<file path="config.mk">
export PLATFORM = sky130hd
export DESIGN_NAME = fetch_ctrl
export DESIGN_NICKNAME = d
export VERILOG_FILES = /design/src/rtl/fetch_pkg.sv /design/src/rtl/fetch_skid_buf.sv /design/src/rtl/fetch_ctrl.sv
export SDC_FILE = /design/constraint.sdc
export NUM_CORES = 1
export LEC_CHECK = 0
export ABC_CLOCK_PERIOD_IN_PS = 6300
export BUFFER_PORTS_ARGS = -buffer_cell sky130_fd_sc_hd__clkbuf_2
export CAP_MARGIN = 20
export CORE_MARGIN = 1
export CORE_UTILIZATION = 59
export CTS_CLUSTER_SIZE = 12
export DETAILED_ROUTE_END_ITERATION = 12
export GPL_ROUTABILITY_DRIVEN = 0
export PLACE_DENSITY = 0.88
export SYNTH_ARGS = -nofsm -noshare
export SYNTH_HDL_FRONTEND = slang
export SYNTH_SLANG_ARGS = --single-unit
</file>
<file path="constraint.sdc">
create_clock -name clk -period 6.3 [get_ports clk]
set_clock_uncertainty 0.2 [all_clocks]
set_input_delay 1.26 -clock clk [delete_from_list [all_inputs] [get_ports clk]]
set_output_delay 1.26 -clock clk [all_outputs]
set_load 0.005 [all_outputs]
</file>
<file path="src/rtl/fetch_pkg.sv">
// Shared fetch-stage types and constants: FSM states, the IF/ID entry layout and PC arithmetic.
package fetch_pkg;
    localparam int unsigned     XLEN           = 32;
    localparam logic [XLEN-1:0] PC_STEP        = 32'd4;
    localparam logic [XLEN-1:0] PC_ALIGN_MASK  = 32'hFFFF_FFFC;
    localparam logic [XLEN-1:0] NOP_INSTR_WORD = 32'h0000_0013;

    typedef enum logic [1:0] {
        BOOT,
        ISSUE,
        WAIT,
        HOLD
    } fetch_state_t;

    typedef struct packed {
        logic [XLEN-1:0] pc;
        logic [XLEN-1:0] instr;
    } if_entry_t;
endpackage

</file>
<file path="src/rtl/fetch_skid_buf.sv">
// One-entry pc/instr holding register that catches a fetch response while IF/ID is stalled.
// Loads on i_load, empties on i_clear (clear wins); contents are visible the cycle after load.
module fetch_skid_buf
    import fetch_pkg::*;
(
    input  logic      clk,
    input  logic      rst,
    input  logic      i_load,
    input  logic      i_clear,
    input  if_entry_t i_entry,
    output logic      o_valid,
    output if_entry_t o_entry
);
    logic      r_valid;
    if_entry_t r_entry;

    always_ff @(posedge clk or negedge rst) begin
        if (!rst) begin
            r_valid <= 1'b0;
            r_entry <= '0;
        end else if (i_clear) begin
            r_valid <= 1'b0;
        end else if (i_load) begin
            r_valid <= 1'b1;
            r_entry <= i_entry;
        end
    end

    assign o_valid = r_valid;
    assign o_entry = r_entry;
endmodule

</file>
<file path="src/rtl/fetch_ctrl.sv">
// Fetch sequencer: boot delay, one outstanding imem request, redirect squashing, IF/ID register + skid.
// Two cycles per instruction at 1-cycle memory latency; stall holds IF/ID and parks fetch in HOLD.
module fetch_ctrl
    import fetch_pkg::*;
#(
    parameter logic [XLEN-1:0] RESET_PC   = 32'h0000_0000,
    parameter int unsigned     BOOT_DELAY = 4,
    parameter logic [XLEN-1:0] NOP_INSTR  = NOP_INSTR_WORD
) (
    input  logic            clk,
    input  logic            rst,
    input  logic            stall_in,
    input  logic            jump_en,
    input  logic [XLEN-1:0] pc_jump_addr,
    output logic            imem_req,
    output logic [XLEN-1:0] imem_addr,
    input  logic [XLEN-1:0] imem_rdata,
    input  logic            imem_rvalid,
    output logic            if_valid,
    output logic [XLEN-1:0] if_pc,
    output logic [XLEN-1:0] if_instr
);
    localparam int unsigned    BCW       = (BOOT_DELAY < 1) ? 1 : $clog2(BOOT_DELAY + 1);
    localparam logic [BCW-1:0] BOOT_LAST = BCW'(BOOT_DELAY);

    fetch_state_t    r_state, w_state_nxt;
    logic [BCW-1:0]  r_boot_cnt;
    logic [XLEN-1:0] r_fetch_pc;
    logic            r_pending, w_pending_nxt;
    logic            r_discard, w_discard_nxt;
    logic            r_if_valid;
    logic [XLEN-1:0] r_if_pc, r_if_instr;

    logic            w_consume, w_out_free, w_rsp;
    logic            w_req, w_out_load, w_out_unskid, w_skid_load, w_pc_inc;
    logic            w_skid_vld;
    if_entry_t       w_rsp_entry, w_skid_entry;

    assign w_consume   = r_if_valid & ~stall_in;
    assign w_out_free  = ~r_if_valid | w_consume;
    // A response only counts against a request this controller actually issued.
    assign w_rsp       = imem_rvalid & r_pending;
    assign w_rsp_entry = '{pc: r_fetch_pc, instr: imem_rdata};

    always_ff @(posedge clk or negedge rst) begin
        if (!rst) r_state <= BOOT;
        else      r_state <= w_state_nxt;
    end

    always_comb begin
        w_state_nxt   = r_state;
        w_req         = 1'b0;
        w_out_load    = 1'b0;
        w_out_unskid  = 1'b0;
        w_skid_load   = 1'b0;
        w_pc_inc      = 1'b0;
        w_pending_nxt = w_rsp ? 1'b0 : r_pending;
        w_discard_nxt = r_discard;
        unique case (r_state)
            BOOT: begin
                if (r_boot_cnt == BOOT_LAST) w_state_nxt = ISSUE;
            end
            ISSUE: begin
                w_req         = 1'b1;
                w_pending_nxt = 1'b1;
                w_state_nxt   = WAIT;
                if (jump_en) w_discard_nxt = 1'b1;
            end
            WAIT: begin
                if (jump_en) begin
                    if (w_rsp) begin
                        w_discard_nxt = 1'b0;
                        w_state_nxt   = ISSUE;
                    end else if (r_pending) begin
                        w_discard_nxt = 1'b1;
                    end else begin
                        w_state_nxt   = ISSUE;
                    end
                end else if (w_rsp) begin
                    w_pc_inc = ~r_discard;
                    if (r_discard) begin
                        w_discard_nxt = 1'b0;
                        w_state_nxt   = ISSUE;
                    end else if (w_out_free) begin
                        w_out_load  = 1'b1;
                        w_state_nxt = ISSUE;
                    end else begin
                        w_skid_load = 1'b1;
                        w_state_nxt = HOLD;
                    end
                end
            end
            HOLD: begin
                if (jump_en) begin
                    w_state_nxt = ISSUE;
                end else if (w_consume && w_skid_vld) begin
                    w_out_unskid = 1'b1;
                    w_state_nxt  = ISSUE;
                end
            end
            default: w_state_nxt = BOOT;
        endcase
    end

    always_ff @(posedge clk or negedge rst) begin
        if (!rst) begin
            r_boot_cnt <= '0;
            r_fetch_pc <= RESET_PC;
            r_pending  <= 1'b0;
            r_discard  <= 1'b0;
        end else begin
            if (r_state == BOOT) r_boot_cnt <= r_boot_cnt + BCW'(1);
            r_pending <= w_pending_nxt;
            r_discard <= w_discard_nxt;
            if (jump_en)       r_fetch_pc <= pc_jump_addr & PC_ALIGN_MASK;
            else if (w_pc_inc) r_fetch_pc <= r_fetch_pc + PC_STEP;
        end
    end

    // IF/ID register: a redirect flushes it, otherwise it refills from memory or skid, or drains.
    always_ff @(posedge clk or negedge rst) begin
        if (!rst) begin
            r_if_valid <= 1'b0;
            r_if_pc    <= RESET_PC;
            r_if_instr <= NOP_INSTR;
        end else if (jump_en) begin
            r_if_valid <= 1'b0;
            r_if_instr <= NOP_INSTR;
        end else if (w_out_load) begin
            r_if_valid <= 1'b1;
            r_if_pc    <= r_fetch_pc;
            r_if_instr <= imem_rdata;
        end else if (w_out_unskid) begin
            r_if_valid <= 1'b1;
            r_if_pc    <= w_skid_entry.pc;
            r_if_instr <= w_skid_entry.instr;
        end else if (w_consume) begin
            r_if_valid <= 1'b0;
            r_if_instr <= NOP_INSTR;
        end
    end

    fetch_skid_buf u_skid (
        .clk     (clk),
        .rst     (rst),
        .i_load  (w_skid_load),
        .i_clear (jump_en | w_out_unskid),
        .i_entry (w_rsp_entry),
        .o_valid (w_skid_vld),
        .o_entry (w_skid_entry)
    );

    assign imem_req  = w_req;
    assign imem_addr = r_fetch_pc;
    assign if_valid  = r_if_valid;
    assign if_pc     = r_if_pc;
    assign if_instr  = r_if_instr;
endmodule

</file>
---- Word-level counts from Yosys, hierarchy flattened ----
Cells that the tools add are included.
storage, ports and cells
  logic and storage cells ................. 92
  register bits after elaboration ......... 169
  input port bits ......................... 69
operators by class
  multiplexer cells ....................... 48
  equality and inequality tests ........... 10
  reduce and logical (&&, ||, !) cells .... 12
  bitwise operators ....................... 9
  add/sub/neg operators ................... 2
operators by type and width
  operator               number
  $mux 32                8
  $add 32x3->32 const B  1
  $mux 1                 29
  $mux 2                 9
  $ne 3x3->1 const B     4
  $reduce_bool 2->1      5
  $pmux 2 s4             1
  $reduce_and 4->1       2
  $not 1->1              5
  $eq 2x2->1 const B     2
  $ne 2x2->1 const B     2
  $reduce_and 2->1       2
  $reduce_bool 4->1      1
  $add 3x1->3 const B    1
  $eq 3x3->1 const B     1
  $and 1x1->1            2
  $eq 2x1->1 const B     1
  $logic_not 2->1        1
  $or 1x1->1             2
  $pmux 1 s2             1
  $logic_and 1x1->1      1

---- Depth between registers and ports, before layout ----
Gate-level depths: netlist of the first run.
  word-level depth ........................ 10
  mapped depth ............................ 9
  gate-level depth less buffers ........... 6

---- By module ----
From an unflattened synthesis of the first run, not the netlist that was laid out.
unflattened totals
  cell total of the unflattened synthesis .. 679
  area total of the unflattened synthesis .. 7,806.2 sq um
by module, submodules not included
  module          instances  cells each  seq. area each (sq um)  area an instance (sq um)
  fetch_ctrl      1          540         2,556.2                 5,072.4
  fetch_skid_buf  1          139         1,626.6                 2,733.9

---- Least setup slack after synthesis of the first run ----
Ideal clock, no wire load.
  path kind ............................... input port to flip-flop
  from .................................... input port imem_rvalid
  to ...................................... register r_fetch_pc[28] (netlist: imem_addr[28])
  slack ................................... 3.366 ns
  data arrival time ....................... 2.610 ns
  setup time .............................. 0.124 ns
  cell stages on the path ................. 4
  buffers on the path ..................... 0
  path through ............................ nand4b_4 or4_4 or4_1 a211o_1
on the way
  cells in the longest elaborated chain, start to end .. 5
ends and longest elaborated chain
  item                         line               text
  from (decl)                  fetch_ctrl.sv:18   input logic imem_rvalid,
  $and 1x1->1                  fetch_ctrl.sv:42   assign w_rsp = imem_rvalid & r_pending;
  $mux 1                       fetch_ctrl.sv:79   end else if (w_rsp) begin
  $mux 1                       fetch_ctrl.sv:70   if (jump_en) begin
  $mux 1                       fetch_ctrl.sv:59   unique case (r_state)
  $reduce_bool 2->1 (no line)  --
  to (signal assigned)         fetch_ctrl.sv:115  if (jump_en) r_fetch_pc <= pc_jump_addr & PC_ALIGN_MASK;
  to (signal assigned)         fetch_ctrl.sv:116  else if (w_pc_inc) r_fetch_pc <= r_fetch_pc + PC_STEP;
  to (decl)                    fetch_ctrl.sv:28   logic [XLEN-1:0] r_fetch_pc;
Every way passes these cells.
A chain may end at the register's enable or synchronous reset.

---- Final worst setup path of the first run ----
  from .................................... input port jump_en
  to ...................................... register u_skid.r_entry (netlist bit u_skid.o_entry[14])
on the way
  cells in the longest elaborated chain, start to end .. 5
  elaborated cells between the ends (all ways) .. 7
ends and longest elaborated chain
  item                          line                  text
  from (decl)                   fetch_ctrl.sv:13      input logic jump_en,
  $mux 1                        fetch_ctrl.sv:94      if (jump_en) begin
  $mux 1                        fetch_ctrl.sv:59
  $or 1x1->1                    fetch_ctrl.sv:147     .i_clear (jump_en | w_out_unskid),
  $not 1->1 (no line)           --
  $reduce_and 2->1 (no line) *  --
  to (signal assigned)          fetch_skid_buf.sv:25  r_entry <= i_entry;
  to (decl)                     fetch_skid_buf.sv:15  if_entry_t r_entry;
Mark *: on every way between the ends. The rest lies on a longest branch, timed or not.

==> results.ini, run 1 <==
[status]
outcome=complete, no violations

[drt]
vias=5888
wl_met3_mm=1.27
detail_route.vias_per_cell=6.09
top_layer_used=met4
wl_per_cell_um=17.9
drtIter0Drc=491
wl_met1_mm=7.14
antenna_left=0
drt_wl_total_mm=17.3
first_pass_iters=4
dr_wl_met2_mm=8.63
drc_errors=0

[clocking]
cts_max_path_buffers=2
htree_levels=4
cts_hold_buffers=0
clock-root-buffer=clkbuf_16
clock_latency_ns=0.42
cts_made_buffers=17
postCtsSetupBuffers=0
post_cts_resized=0
cts_sinks=163
clkTransAtPathRegs_ns=0.06
cts_tree=done

[synthesis]
seq_area_frac_synth_pct=54.4
syn_area_per_cell_um2=11.5
synth-seq-cells=163
yosys.area.top_type=dfrtp_1
yosysMostFrequentCell=dfrtp_1
async_reset_ff_share_pct=100
synthCells=650
ys.flop_type=dfrtp_1
yosys.cell_types.count=49
syn_area_mm2=0.00750
ys_warn_count=0
synth_edf_count=0
ys_top_cells_by_count=dfrtp_1 (160), mux2_2 (64), nor2_1 (49), a21oi_1 (36), and3_1 (36)
synth_top_area_share_pct=53.4
ys_top_cells_by_area=dfrtp_1 (53%), mux2_2 (9.6%), mux2i_1 (4.5%)

[die]
rows=40
die_h_um=115
io_pins=167
die-area_mm2=0.0132
core_area_mm2=0.0122
die_x_um=115
floorplan.initialDensity_pct=61.5

[sta]
period_share_pct=65.4
rsz0062_at_grt=no
max_freq_mhz=243
finalHoldViolCount=0
fin_tns_setup_ns=0
worstMarginPinSlew_ns=1.09
period_needed_ns=4.12
slew_viol_final=0
timing.slew.headroom_pct=27.1
finalSetupViolCount=0

[final_layout]
fill_cells=859
final_layout_size_suffix_gt1_share_pct=35.0
layout.nets=863
syn2layout_area_growth_pct=19.5
final_area_mm2=0.00896
n_antenna_cell=0

[critical_path]
crit_path_frequent_cell=buf_4
worst_path_max_delay_cell=nor2_4
required_ns=6.40
cp-end-kind=register
cp_max_fo=41
cp_data_arrival_time_ns=4.22
crit_chain=clkbuf_2 > inv_1 > buf_4 > nand2_1 > nor2_4 > buf_4 > mux2_2
critPathTopFamily=buffers and inverters
cp_num_buf_inv=4
cp-start-kind=input pin
cp_slowest_stage_delay_ns=0.87
path_class=in2reg

[global_routing]
groute.usage.overall_pct=28.0
grt_pass1_vias=5617
grt_max_degree=112
gr-total-overflow=0
grt_pass1_wl_mm=28.4
antenna_found_initial=0

[job]
drv_cap=0

[power_and_ir_drop]
power_density_mw_per_mm2=302
peakVddDrop_mv=0.199
power_leakage_nw=4.42

[place]
placed_area_mm2=0.00838
port_buffers=160
dpl.hpwl_mm=11.7

[hold_path]
worst_hold_path_type=reg2reg

per-layer routing:
metal / GRT usage (%) / vias to the layer above
li1: - / 2670
met1: 37.1 / 2932
met2: 46.3 / 260
met3: 5.75 / 26
met4: 9.96 / 0
met5: 0 / -
metrics by stage:
step / total power (W) / std cells / hold slack [ns] / setup WS [ns] / utilization (%)
6_report: 0.00270 / 967 / 0.298 / 2.18 / 73.4
3_3_place_gp: 0.00168 / 935 / 0.262 / 1.82 / 68.6
3_5_place_dp: 0.00171 / 935 / 0.287 / 1.75 / 68.6
5_1_grt: 0.00282 / 967 / 0.313 / 1.94 / 73.4
4_1_cts: 0.00272 / 967 / 0.300 / 2.20 / 73.4
2_1_floorplan: 0.00149 / 653 / 0.245 / 3.37 / -
final cells by class:
class                           instances  area [um2]  share of cell area (%)
Tap cell                              168         210                    2.34
Clock buffer                           17         425                    4.75
Clock inverter                         15         160                    1.79
Sequential cell                       163        4080                    45.5
Inverter                               10        37.5                   0.419
Multi-Input combinational cell        428        3200                    35.7
Timing Repair Buffer                  166         852                    9.50
where the power goes:
group | internal (W) | total (W) | switching [W]
Sequential | 0.00117 | 0.00128 | 0.000110
Combinational | 0.000202 | 0.000418 | 0.000216
Clock | 0.000585 | 0.00101 | 0.000424
Total | 0.00195 | 0.00270 | 0.000751
worst paths after layout:
| kind | startpoint | to | slack (ns) | depth (start not counted) |
|---|---|---|---|---|
| max | jump_en | u_skid.o_entry[14] | 2.18 | 7 |
| min | u_skid.o_entry[22] | u_skid.o_entry[22] | 0.30 | 1 |
| max reg2reg | r_state[0] | u_skid.o_entry[14] | 2.62 | 7 |
| min reg2reg | u_skid.o_entry[22] | u_skid.o_entry[22] | 0.30 | 1 |
| max in group asynchronous | rst | r_state[1] | 3.86 | 2 |
| min in group asynchronous | rst | if_instr[26] | 0.76 | 1 |
sequential cells by signal, summed over array words and instances (netlist names):
name            cells
r_discard           1
if_valid            1
if_instr           32
r_pending           1
r_boot_cnt          3
u_skid.o_entry     62
u_skid.o_valid      1
if_pc              30
r_state             2
imem_addr          30
cell families after synthesis:
group | Yosys count | share of synthesized area [%]
DFF | 163 | 54.4
xor gates and xnor gates | 10 | 1.17
AOI/OAI and AO/OA | 120 | 11.4
and+or+nand+nor | 188 | 14.0
other | 1 | 0.0500
buffers and inverters | 62 | 3.53
muxes | 98 | 14.1
adders and majority gates | 8 | 1.33
cell usage in the layout (no fill, tap or decap), types with 5 or more instances in the layout:
cell type   Yosys  routed
inv_1          10      10
nand4_1        14      14
and3_1         36      36
clkbuf_16       0      17
nand2_1        29      29
o31ai_1        13      13
nor2_1         49      48
nand3_1        15      14
a21oi_1        36      35
clkinvlp_4      0       5
a221o_1        30      30
xnor2_1         6       6
clkinv_4        0       5
mux2_2         64      64
ha_1            8       8
buf_4           4       6
a31oi_1        15      15
dfrtp_1       160     160
o21ai_0        13      13
mux2i_1        34      34
clkbuf_2        0     159
or4_1          16      16
Power figures use the tool's default switching activity.
==> inputs of run 2 (changes only) <==
- ABC_CLOCK_PERIOD_IN_PS: 6300 -> 4100
- CORE_UTILIZATION: 59 -> 54
- PLACE_DENSITY: 0.88 -> 0.82
- clock period: 6.3 -> 4.1 ns (I/O delays scaled with it)
==> run 2 against run 1 <==
Effect of this change:
- non-clock buffer count increased by 4
- critical path depth did not move
- final cell count rose by 1.2%
- sequential power is 53% higher
- worst hold slack got worse by 0.065 ns
- register-to-register slack got worse by 1.6 ns
- global-route usage down 1.5 points
- via count is 0.42% higher
- sequential cell count unchanged
- largest power group unchanged
- clock power up 76%
- combinational power grew 53%
- critical path type is now reg2reg
- core utilization is 5.5 points lower
==> results.ini, run 2 (synthesis gave the netlist of run 1 again) <==
[critical_path]
cp-start-kind=register
crit_chain=inv_1 > ha_1 > and4b_2 > nand2_1 > nor2_4 > buf_12 > mux2_2
critPathTopFamily=simple AND/OR/NAND/NOR gates
cp-end-kind=register
cp_max_fo=48
required_ns=4.21
cp_num_buf_inv=2
worst_path_max_delay_cell=and4b_2
path_class=reg2reg
cp_data_arrival_time_ns=3.19
cp_slowest_stage_delay_ns=0.54

[place]
dpl.hpwl_mm=12.0
port_buffers=160
placed_area_mm2=0.00843

[global_routing]
grt_pass1_vias=5832
gr-total-overflow=0
grt_max_degree=95
groute.usage.overall_pct=26.5
antenna_found_initial=0
grt_pass1_wl_mm=29.6

[drt]
vias=5913
wl_per_cell_um=18.4
detail_route.vias_per_cell=6.04
drtIter0Drc=300
drc_errors=0
drt_wl_total_mm=18.0
first_pass_iters=4
antenna_left=0

[final_layout]
largest_reg_flops=62
fin_util_pct=67.9
layout.nets=867
final_area_mm2=0.00910
n_antenna_cell=0
layout_commonest_cell=dfrtp_1
syn2layout_area_growth_pct=21.3
final_layout_size_suffix_gt1_share_pct=35.2
layout_common_cells=dfrtp_1 (160), clkbuf_2 (159), mux2_2 (64)

[power_and_ir_drop]
comb_power_share_pct=14.6
seq_power_share_pct=44.7
power_w=0.00437
p_clk_share_pct=40.6
p_sw_w=0.00114
power_leakage_nw=4.50
peakVddDrop_mv=0.342
p_int_w=0.00324
swShare_pct=26.0
power_density_mw_per_mm2=481

[sta]
rsz0062_at_grt=no
period_share_pct=75.0
finalHoldViolCount=0
period_needed_ns=3.08
slew_viol_final=0
max_freq_mhz=325
fin_tns_setup_ns=0
whs_ns=0.233
worstMarginPinSlew_ns=1.03
finalSetupViolCount=0
timing.slew.headroom_pct=31.3

[clocking]
clkTransAtPathRegs_ns=0.06
post_cts_resized=0
htree_levels=4
postCtsSetupBuffers=0
cts_tree=done
cts_hold_buffers=0
clock_latency_ns=0.43
cts_sinks=163
cts_made_buffers=17
clock-root-buffer=clkbuf_16
cts_max_path_buffers=2

[die]
die_h_um=120
die-area_mm2=0.0144
die_x_um=120
rows=42
core_area_mm2=0.0134
io_pins=167
floorplan.initialDensity_pct=56.0

[status]
outcome=complete, no violations

[hold_path]
worst_hold_path_type=in2async

[job]
drv_cap=0

-- run 2: cell types whose count changed in the layout (fill, tap and decap cells not counted) --
| cell | change |
|---|---|
| clkinvlp_4 | -5 |
| buf_4 | +3 |
| bufinv_16 | +3 |
| clkbuf_8 | +3 |
| buf_12 | +1 |
| clkbuf_1 | +1 |
| clkinv_2 | -1 |
| clkinv_4 | -1 |
-- run 2: metal layers --
metal  part of all wire, %  track usage [%]  vias up  wire (um)
met2                    50             43.6      244       9060
met3                   6.3             5.80       28       1130
met4                   1.9             10.3        0        336
li1                      -                -     2688          -
met5                     0                0        -          0
met1                    42             34.2     2953       7470
-- run 2: worst paths after layout --
kind / from / to / slack, ns / cells past startpoint
max in group asynchronous: rst / u_skid.o_entry[38] / 2.54 / 2
worst max register to register: r_state[0] / u_skid.o_entry[43] / 1.02 / 7
min in group clk: r_boot_cnt[2] / r_boot_cnt[2] / 0.28 / 1
worst min-delay path: rst / if_instr[12] / 0.23 / 1
worst min register to register: r_boot_cnt[2] / r_boot_cnt[2] / 0.28 / 1
worst max-delay path: r_state[0] / u_skid.o_entry[43] / 1.02 / 7
-- run 2: power groups by stage --
stage          clock network (W)  logic, W  registers [W]
6_report                 0.00178  0.000639        0.00196
5_1_grt                  0.00188  0.000717        0.00198
4_1_cts                  0.00181  0.000649        0.00195
3_5_place_dp                   0  0.000645        0.00198
3_3_place_gp                   0  0.000622        0.00197
2_1_floorplan                  0  0.000333        0.00196
-- run 2: through the flow --
step | std cells | setup slack, ns
finish | 979 | 1.02
global route | 979 | 0.876
CTS | 979 | 1.04
detailed placement | 947 | 0.931
global placement | 947 | 0.974
floorplan | 653 | 1.61
-- run 2: area by class of cell --
type                            instances  area [um2]
Clock buffer                           21         470
Timing Repair Buffer                  170         895
Multi-Input combinational cell        428        3200
Fill cell                            1016        4300
Clock inverter                         11         199
Inverter                               10        37.5
Sequential cell                       163        4080
Tap cell                              176         220
==> inputs of run 3 (changes only) <==
- ABC_CLOCK_PERIOD_IN_PS: 4100 -> 2900
- clock period: 4.1 -> 2.9 ns (I/O delays scaled with it)
==> run 3 against run 2 <==
Effect of this change:
- via count is essentially flat
- global-route usage is essentially flat
- first-iteration DRC count increased by 50%
- worst hold slack worse by 0.057 ns
- wire length grew 0.61%
- final cell count is 0.72% higher
- critical path depth unchanged
- die area did not move
- clock power is 24% higher
- core utilization down 0.11 points
- sequential power is 41% higher
- critical endpoint is now u_skid.o_entry[25]
==> results.ini, run 3 (synthesis gave the netlist of run 1 again) <==
[final_layout]
final_area_mm2=0.00909
fin_util_pct=67.8
largest_reg_flops=62
syn2layout_area_growth_pct=21.1
final_layout_size_suffix_gt1_share_pct=35.7
layout.nets=874
layout_commonest_cell=dfrtp_1
n_antenna_cell=0
layout_common_cells=dfrtp_1 (160), clkbuf_2 (159), mux2_2 (64)

[clocking]
cts_sinks=163
cts_tree=done
cts_hold_buffers=1
cts_max_path_buffers=2
clock-root-buffer=clkbuf_16
clock_latency_ns=0.42
htree_levels=4
post_cts_resized=0
cts_made_buffers=17
clkTransAtPathRegs_ns=0.06
postCtsSetupBuffers=0

[critical_path]
cp-start-kind=register
reg2reg_from=r_state[0]
cp-end-kind=register
path_class=reg2reg
r2r_slack_ns=0.12
cp_max_fo=49
cp_data_arrival_time_ns=2.89
cp-startpoint=r_state[0]
required_ns=3.00

[job]
drv_cap=0

[global_routing]
grt_pass1_wl_mm=29.5
groute.usage.overall_pct=26.5
grt_max_degree=65
antenna_found_initial=0
gr-total-overflow=0
grt_pass1_vias=5930

[power_and_ir_drop]
power_density_mw_per_mm2=648
power_leakage_nw=4.49
power_w=0.00588
peakVddDrop_mv=0.587

[sta]
fin_tns_setup_ns=0
max_freq_mhz=359
timing.slew.headroom_pct=30.8
period_share_pct=96.0
worst_slack_ns=0.115
worstMarginPinSlew_ns=1.04
slew_viol_final=0
finalHoldViolCount=0
period_needed_ns=2.78
finalSetupViolCount=0
rsz0062_at_grt=no

[place]
place_ws_ns=0.138
port_buffers=160
placed_area_mm2=0.00849
dpl.hpwl_mm=12.6

[drt]
drt_wl_total_mm=18.1
vias=5910
antenna_left=0
drtIter0Drc=450
drc_errors=0
first_pass_iters=5
wl_per_cell_um=18.4
detail_route.vias_per_cell=5.99

[hold_path]
min-delay-start=pc_jump_addr[11]
worst_hold_path_type=in2reg

[die]
core_area_mm2=0.0134
die_h_um=120
rows=42
floorplan.initialDensity_pct=56.0
die-area_mm2=0.0144
die_x_um=120
io_pins=167

[status]
outcome=complete, no violations

run 3: final timing paths:
kind,end,cells after the start
max in group asynchronous,if_pc[18],3
min in group asynchronous,if_instr[12],2
max,u_skid.o_entry[25],7
min,imem_addr[11],3
max reg2reg,u_skid.o_entry[25],7
min reg2reg,u_skid.o_entry[0],1
run 3: per-layer routing:
metal	wire length (um)	part of all wire [%]	vias to the layer above	global-route usage (%)
met5	0	0	-	0
met3	1300	7.2	29	6.65
met2	8900	49	285	43.5
li1	-	-	2708	-
met1	7550	42	2888	34.1
met4	361	2.0	0	9.22
run 3: layout make-up:
class | instances | area [um2]
Tap cell | 176 | 220
Sequential cell | 163 | 4080
Inverter | 10 | 37.5
Multi-Input combinational cell | 428 | 3200
Fill cell | 972 | 4310
Clock buffer | 20 | 457
Clock inverter | 12 | 130
Timing Repair Buffer | 177 | 962
run 3: worst max-delay path, stage by stage (launching register included):
cell     delay (ns)
dfrtp_1        0.42
inv_1          0.12
ha_1           0.31
and4b_2        0.52
nand2_1        0.21
nor2_4         0.17
buf_12         0.30
mux2_2         0.39
run 3: per-stage QoR:
step / hold WS [ns] / instances
after floorplan: 0.0844 / 653
after global placement: 0.262 / 953
after detailed placement: 0.288 / 953
after CTS: 0.169 / 986
after global routing: 0.182 / 986
final: 0.176 / 986
run 3: report_power, final:
group	switching [W]	internal (W)
clock network	0.000886	0.00131
logic	0.000468	0.000444
registers	0.000240	0.00253
